### src/rtl/pc_sequencer.sv
// pc_sequencer
// Fetch/decode/execute controller for the 4-bit program counter.
// It fetches instruction bytes over a req/ack handshake and resolves
// NOP/JMP/JZ/JNZ/LOOP/HALT locally. Opcodes 0x5-0xE are handed to the
// execution unit over a start/done handshake.
//
// Ports
//   Clk, RST          clock; synchronous active-high reset
//   start             leave IDLE and begin fetching
//   pc_val[3:0]       current PC, used as the fetch address
//   mem_ack           mem_data is valid this cycle
//   mem_data[7:0]     instruction byte: [7:4] opcode, [3:0] operand
//   zero_flag         datapath zero flag, sampled during DECODE
//   exec_done         execution unit finished the current op
//   mem_req           fetch request (FETCH state)
//   mem_addr[3:0]     fetch address (= pc_val)
//   pc_wen, pc_bus    PC load strobe and load value (0 when not loading)
//   pc_rewind         PC restore-to-base strobe
//   pc_inc            PC increment strobe
//   exec_start        one-cycle start pulse to the execution unit
//   exec_op[3:0]      opcode for the execution unit, latched in DECODE
//   busy              high in every state except IDLE and HALT
//   halted            high in HALT
//   instr_cnt[7:0]    retired-instruction count, wraps modulo 256
module pc_sequencer (
    input  logic       Clk,
    input  logic       RST,
    input  logic       start,
    input  logic [3:0] pc_val,
    input  logic       mem_ack,
    input  logic [7:0] mem_data,
    input  logic       zero_flag,
    input  logic       exec_done,
    output logic       mem_req,
    output logic [3:0] mem_addr,
    output logic       pc_wen,
    output logic [3:0] pc_bus,
    output logic       pc_rewind,
    output logic       pc_inc,
    output logic       exec_start,
    output logic [3:0] exec_op,
    output logic       busy,
    output logic       halted,
    output logic [7:0] instr_cnt
);

    typedef enum logic [2:0] {
        S_IDLE, S_FETCH, S_DECODE, S_EXEC, S_WAIT, S_STEP, S_HALT
    } state_t;

    state_t     r_state, w_next;
    logic [7:0] r_ir;
    logic       r_zf;
    logic [3:0] r_exec_op;
    logic [7:0] r_instr_cnt;

    logic [3:0] w_opc;
    logic [3:0] w_operand;
    logic       w_dp_op;
    logic       w_retire;

    assign w_opc     = r_ir[7:4];
    assign w_operand = r_ir[3:0];
    assign w_dp_op   = (w_opc >= 4'h5) && (w_opc <= 4'hE);

    // Everything except datapath ops retires in EXEC (HALT retires on the
    // EXEC->HALT edge); datapath ops retire in STEP.
    assign w_retire  = ((r_state == S_EXEC) && !w_dp_op) || (r_state == S_STEP);

    always_ff @(posedge Clk) begin
        if (RST) r_state <= S_IDLE;
        else     r_state <= w_next;
    end

    always_ff @(posedge Clk) begin
        if (RST) begin
            r_ir        <= 8'h00;
            r_zf        <= 1'b0;
            r_exec_op   <= 4'h0;
            r_instr_cnt <= 8'h00;
        end else begin
            if ((r_state == S_FETCH) && mem_ack) r_ir <= mem_data;
            if (r_state == S_DECODE) begin
                r_zf      <= zero_flag;
                r_exec_op <= r_ir[7:4];
            end
            if (w_retire) r_instr_cnt <= r_instr_cnt + 8'd1;
        end
    end

    always_comb begin
        w_next     = r_state;
        mem_req    = 1'b0;
        pc_wen     = 1'b0;
        pc_bus     = 4'h0;
        pc_rewind  = 1'b0;
        pc_inc     = 1'b0;
        exec_start = 1'b0;
        case (r_state)
            S_IDLE:   if (start) w_next = S_FETCH;
            S_FETCH: begin
                mem_req = 1'b1;
                if (mem_ack) w_next = S_DECODE;
            end
            S_DECODE: w_next = S_EXEC;
            S_EXEC: begin
                w_next = S_FETCH;
                case (w_opc)
                    4'h0: pc_inc = 1'b1;
                    4'h1: begin pc_wen = 1'b1; pc_bus = w_operand; end
                    4'h2: begin
                        if (r_zf) begin pc_wen = 1'b1; pc_bus = w_operand; end
                        else        pc_inc = 1'b1;
                    end
                    4'h3: begin
                        if (!r_zf) begin pc_wen = 1'b1; pc_bus = w_operand; end
                        else         pc_inc = 1'b1;
                    end
                    4'h4: pc_rewind = 1'b1;
                    4'hF: w_next = S_HALT;
                    default: begin
                        exec_start = 1'b1;
                        w_next     = S_WAIT;
                    end
                endcase
            end
            S_WAIT:   if (exec_done) w_next = S_STEP;
            S_STEP: begin
                pc_inc = 1'b1;
                w_next = S_FETCH;
            end
            S_HALT:   w_next = S_HALT;
            default:  w_next = S_IDLE;
        endcase
    end

    assign mem_addr  = pc_val;
    assign exec_op   = r_exec_op;
    assign instr_cnt = r_instr_cnt;
    assign busy      = (r_state != S_IDLE) && (r_state != S_HALT);
    assign halted    = (r_state == S_HALT);

endmodule
### config.mk
export PLATFORM = sky130hd
export DESIGN_NAME = pc_sequencer
export DESIGN_NICKNAME = d
export VERILOG_FILES = /design/src/rtl/pc_sequencer.sv
export SDC_FILE = /design/constraint.sdc
export NUM_CORES = 1
export LEC_CHECK = 0
export ABC_CLOCK_PERIOD_IN_PS = 1500
export CAP_MARGIN = 40
export CORE_AREA = 2 2 59 61
export DETAILED_ROUTE_END_ITERATION = 12
export DIE_AREA = 0 0 61 63
export MAX_ROUTING_LAYER = met4
export PLACE_DENSITY = 0.79
export SYNTH_ARGS = -nofsm -noshare
export SYNTH_HDL_FRONTEND = slang
export SYNTH_SLANG_ARGS = --single-unit
### constraint.sdc
create_clock -name Clk -period 1.5 [get_ports Clk]
set_clock_uncertainty 0.15 [all_clocks]
set_input_delay 0.3 -clock Clk [delete_from_list [all_inputs] [get_ports Clk]]
set_output_delay 0.3 -clock Clk [all_outputs]
set_load 0.01 [all_outputs]
### Yosys cells after proc, flatten, opt, wreduce, memory -nomap -nowiden

Cells that the tools add are included.

* input bits: 18
* register bits: 24
* logic and storage cells: 55

* $add $sub $neg: 1
* eq/ne operators: 15
* muxes and demuxes: 20
* magnitude comparators: 2
* reduce and logical (&&, ||, !) cells: 12

Operator list (count)
* 3-bit one-hot mux with 7 select lines: 1
* 4-bit two-way mux: 3
* 4-bit one-hot mux with 3 select lines: 1
* 3-bit == test, second input constant: 3
* 3-bit two-way mux: 3
* 8-bit by 1-bit adder with 8-bit output, second input constant: 1
* 4-bit by 2-bit == test with 1-bit output, second input constant: 2
* 1-bit two-way mux: 8
* 3-bit by 2-bit == test with 1-bit output, second input constant: 2
* 2-bit inequality test, second input constant: 3
* 1-bit one-hot mux with 3 select lines: 2
* 3-bit one-hot mux with 2 select lines: 1
* 6-bit OR reduction: 1
* 5-bit OR reduction: 1
* 4-bit by 1-bit == test with 1-bit output, second input constant: 1
* 4-bit by 3-bit == test with 1-bit output, second input constant: 1
* 4-bit == test, second input constant: 1
* 4-bit by 3-bit greater-or-equal comparator with 1-bit output, second input constant: 1
* 4-bit less-or-equal comparator, second input constant: 1
* 1-bit logical AND: 4
* 4-bit logical NOT: 1
* 3-bit by 1-bit == test with 1-bit output, second input constant: 1
* 3-bit logical NOT: 1
* 3-bit inequality test, second input constant: 1
* other kinds (5): 5

### Logic depth before layout (Yosys ltp)

Gate-level depths: netlist (run 1).

* depth after elaboration: 5
* mapped depth: 6
* depth with buffers taken out: 4

### Worst setup path before layout (run 1)

No wires, ideal clock.

* path type: reg2out
* from: reg r_ir[5]
* to: out pc_bus[0]
* arrival time: 1.492 ns
* cell stages (with the launch flop): 5
* setup slack: -0.442 ns
* data required time: 1.050 ns
* cell sequence: dfxtp_1 -> nand2_1 -> xor2_1 -> nor4_1 -> and2_1

* longest elaborated chain between the ends: 3
* elaborated cells on any way between the ends: 5
* classes of those cells: 3 x eq/ne; 2 x mux

RTL lines
* from (decl): RTL line 52 `logic [7:0] r_ir;`
* from (signal assigned): RTL line 82 `if ((r_state == S_FETCH) && mem_ack) r_ir <= mem_data;`
* 4-bit by 2-bit == test with 1-bit output or 4-bit by 1-bit == test with 1-bit output (tied branches): RTL line 108 `case (w_opc)`
* 4-bit one-hot mux with 3 select lines (*): RTL line 108
* 4-bit two-way mux (*): RTL line 99 `case (r_state)`
* to (decl): RTL line 37 `output logic [3:0] pc_bus,`

Mark *: on every way between the ends. The rest lies on a longest branch, timed or not.

### Final worst setup path (run 1)

* from: reg r_zf
* to: out pc_bus[1]

* longest elaborated chain between the ends: 3
* elaborated cells on any way between the ends: 4
* classes of those cells: 4 x mux

RTL lines
* from (decl): RTL line 53 `logic r_zf;`
* from (signal assigned): RTL line 84 `r_zf <= zero_flag;`
* 4-bit two-way mux (on tied branches): RTL line 116, 112
* 4-bit one-hot mux with 3 select lines (*): RTL line 108
* 4-bit two-way mux (*): RTL line 99

Marks and branches as above.

==> impl_metrics.json, run 1 <==
{
  "outcome": "complete, but fails checks",
  "violations": "setup timing",
  "drt_pass1_iterations": 4,
  "yosys_warnings": 0,
  "overflow": 0,
  "detailed_place_hpwl_um": 2220,
  "cts-htree-levels": 1,
  "cts_num_sinks": 24,
  "switching_share": 0.297,
  "cts_made_buffers": 3,
  "criticalPathCategory": "reg -> out",
  "finalWirelength_um": 4660,
  "cts_root_buf": "clkbuf_4",
  "grt_usage": 0.254,
  "drive_gt1_frac": 0.589,
  "r2r_cells": 8,
  "worst_setup_path_end_kind": "output pin",
  "irDropWorstVdd_mv": 0.374,
  "rsz0062_at_grt": "yes",
  "power.internal_mw": 1.03,
  "cts_tree": "done",
  "wl_per_cell_um": 16.5,
  "clkPwrFrac": 0.244,
  "port_buffers": 36,
  "startpoint_type": "flop",
  "r2r_slack_ps": -330,
  "nNetsFinal": 256,
  "die_h_um": 63,
  "placed_area_um2": 1830,
  "die_w_um": 61,
  "synth_top_area_share": 0.398,
  "core_area_um2": 3230,
  "detail_route.iter0.violations": 63,
  "setup_slack_ps": -531,
  "slew_violations": 0,
  "hold_viol": 0,
  "area_delta_synth_final_pct": 104,
  "p_leak_nw": 1.03,
  "postRouteAntennaNets": 0,
  "slew_headroom": 0.719,
  "dp_slack_ps": -555,
  "yosys.area.top_type": "dfxtp_1",
  "mostFrequentLayoutCell": "buf_4",
  "grt_max_degree": 21,
  "synth_area_um2": 1210,
  "worstPathRequired_ps": 1050,
  "ys_types": 34,
  "yosysSeqAreaShare": 0.398,
  "min_period_over_period": 1.35,
  "seqPwrFrac": 0.459,
  "max_freq_ghz": 0.492,
  "routed_via_density": 5.36,
  "rows": 21,
  "tightest_slew_ps": 416,
  "gp_congestion": 0.808,
  "synthCells": 157,
  "syn_area_per_cell_um2": 7.70,
  "antenna_found_initial": 1,
  "holdWs_ps": 324,
  "reg2reg_to": "instr_cnt[5]$_SDFFE_PP0P_",
  "stdcell_area_um2": 2460,
  "clk_pin_slew_ps": 140,
  "grt_first_pass_wirelength_um": 7180,
  "clk_latency_ps": 320,
  "switchingPower_mw": 0.435,
  "syn_nets": 176,
  "cp_max_fo": 4,
  "worstHoldStart": "r_ir[0]$_SDFFE_PP0P_",
  "cp.arrival_ps": 1580,
  "hold_depth": 2,
  "synthTopCellsByArea": "dfxtp_1 (40%), a21oi_1 (9.1%), nand2_1 (8.7%)",
  "fin_util": 0.761,
  "hold_path.class": "reg -> reg",
  "drc": 0,
  "setup_violations": 30,
  "combPwrFrac": 0.297,
  "ios": 45,
  "dieArea_um2": 3840,
  "period_minus_slack_ps": 2030,
  "grt_pass1_vias": 1515,
  "cts_buffer_depth": 2,
  "start_util": 0.374,
  "p_per_area_nw_per_um2": 596,
  "cap_violations": 0,
  "dr_total_vias": 1518,
  "hold_end": "r_ir[0]$_SDFFE_PP0P_",
  "reg2reg_from": "r_state[0]$_SDFFE_PP0P_",
  "synth_seq_cells": 24,
  "final_cell_mix": "buf_4 (31), buf_6 (22), nand2_1 (19)"
}
cell usage after synthesis:
cell and n:
xor2_1 1, nand4_1 3, o31ai_1 2, a2bb2oi_1 1, nor3b_2 1, inv_1 3
or3_1 6, a211oi_1 1, clkbuf_1 5, nor3_1 4, a221oi_2 1, buf_4 6
and3_1 3, dfxtp_1 24, a21o_1 1, and2_1 4, o21ai_1 1, nor2_1 8
nand3_1 1, o21a_1 1, nor4b_1 1, a21oi_1 22, or4_1 2, nor2b_1 3
mux2i_1 1, and4_1 1, nand2_1 28, a2111oi_0 2, nor4_1 1, o2bb2ai_1 1
buf_2 3, o21ai_0 11, nand2b_1 3, ha_1 1
flip-flops by register name, summed over array words and instances (netlist names):
signal and flops:
instr_cnt 8, r_zf 1, r_state 3, r_ir 8, exec_op 4
per-layer routing:
metal	up-vias	global-route usage	part of all wire
met2	54	0.413	0.51
met3	10	0.0393	0.034
met5	-	-	0
met1	738	0.302	0.43
li1	716	-	-
met4	0	0.111	0.029
cells by family after synthesis:
group	Yosys count	synth area share
AO/OA/AOI/OAI	44	0.213
adder cells (fa/ha/maj)	1	0.0104
buffers and inverters	17	0.0745
multiplexers	1	0.00828
flip-flops	24	0.398
AND/OR/NAND/NOR	69	0.289
XOR/XNOR	1	0.00725
critical path, stage by stage, from the launching register on:
cell and delay, ps:
dfxtp_2 380, nand2_4 70, xor2_4 160, nor4_4 140
buf_4 180, buf_6 100, and2_4 130, buf_6 90
power groups by stage:
| stage | clock network, mW | logic (mW) | registers (mW) |
|---|---|---|---|
| after floorplan | 0 | 0.136 | 0.684 |
| after global placement | 0 | 0.243 | 0.683 |
| after detailed placement | 0 | 0.247 | 0.684 |
| after CTS | 0.351 | 0.352 | 0.671 |
| after global routing | 0.395 | 0.457 | 0.675 |
| final | 0.358 | 0.435 | 0.673 |
what timing repair did:
item / in CTS / in global routing
setup buffers: 19 / 6
pin swaps: 23 / 24
cloned: 1 / 0
resized for setup: 128 / 43
endpoints found under the setup margin: 32 / 34
hold buffers: 0 / 0
stage by stage:
stage / cells / setup TNS, ps / power (mW)
6_report: 283 / -8210 / 1.47
5_1_grt: 283 / -9970 / 1.53
4_1_cts: 276 / -5610 / 1.37
3_5_place_dp: 255 / -7720 / 0.931
3_3_place_gp: 255 / -6960 / 0.926
2_1_floorplan: 157 / -630 / 0.819
worst max-delay path by stage:
stage,from,end,slack [ps],cells after the start
after floorplan,r_ir[7]$_SDFFE_PP0P_,pc_bus[0],-90,5
after global placement,r_ir[4]$_SDFFE_PP0P_,pc_inc,-550,4
after detailed placement,r_ir[4]$_SDFFE_PP0P_,pc_inc,-560,4
after CTS,r_ir[7]$_SDFFE_PP0P_,pc_bus[2],-460,7
after global routing,r_zf$_SDFFE_PP0N_,pc_bus[1],-590,7
final,r_zf$_SDFFE_PP0N_,pc_bus[1],-530,7
layout make-up:
class	count	area, um^2
inverter	3	13.8
clock buffer	4	36.3
timing repair buffer	88	815
tap	46	57.6
antenna	1	2.50
fill	188	772
sequential	24	512
multi-input combinational	117	1020
Power figures use the tool's default switching activity.
==> run 2, diff against run 1 <==
Settings changed: CTS_CLUSTER_SIZE from default to 10.
==> results of run 2 <==
Final layout, timing and power as in run 1 (identical DEF).
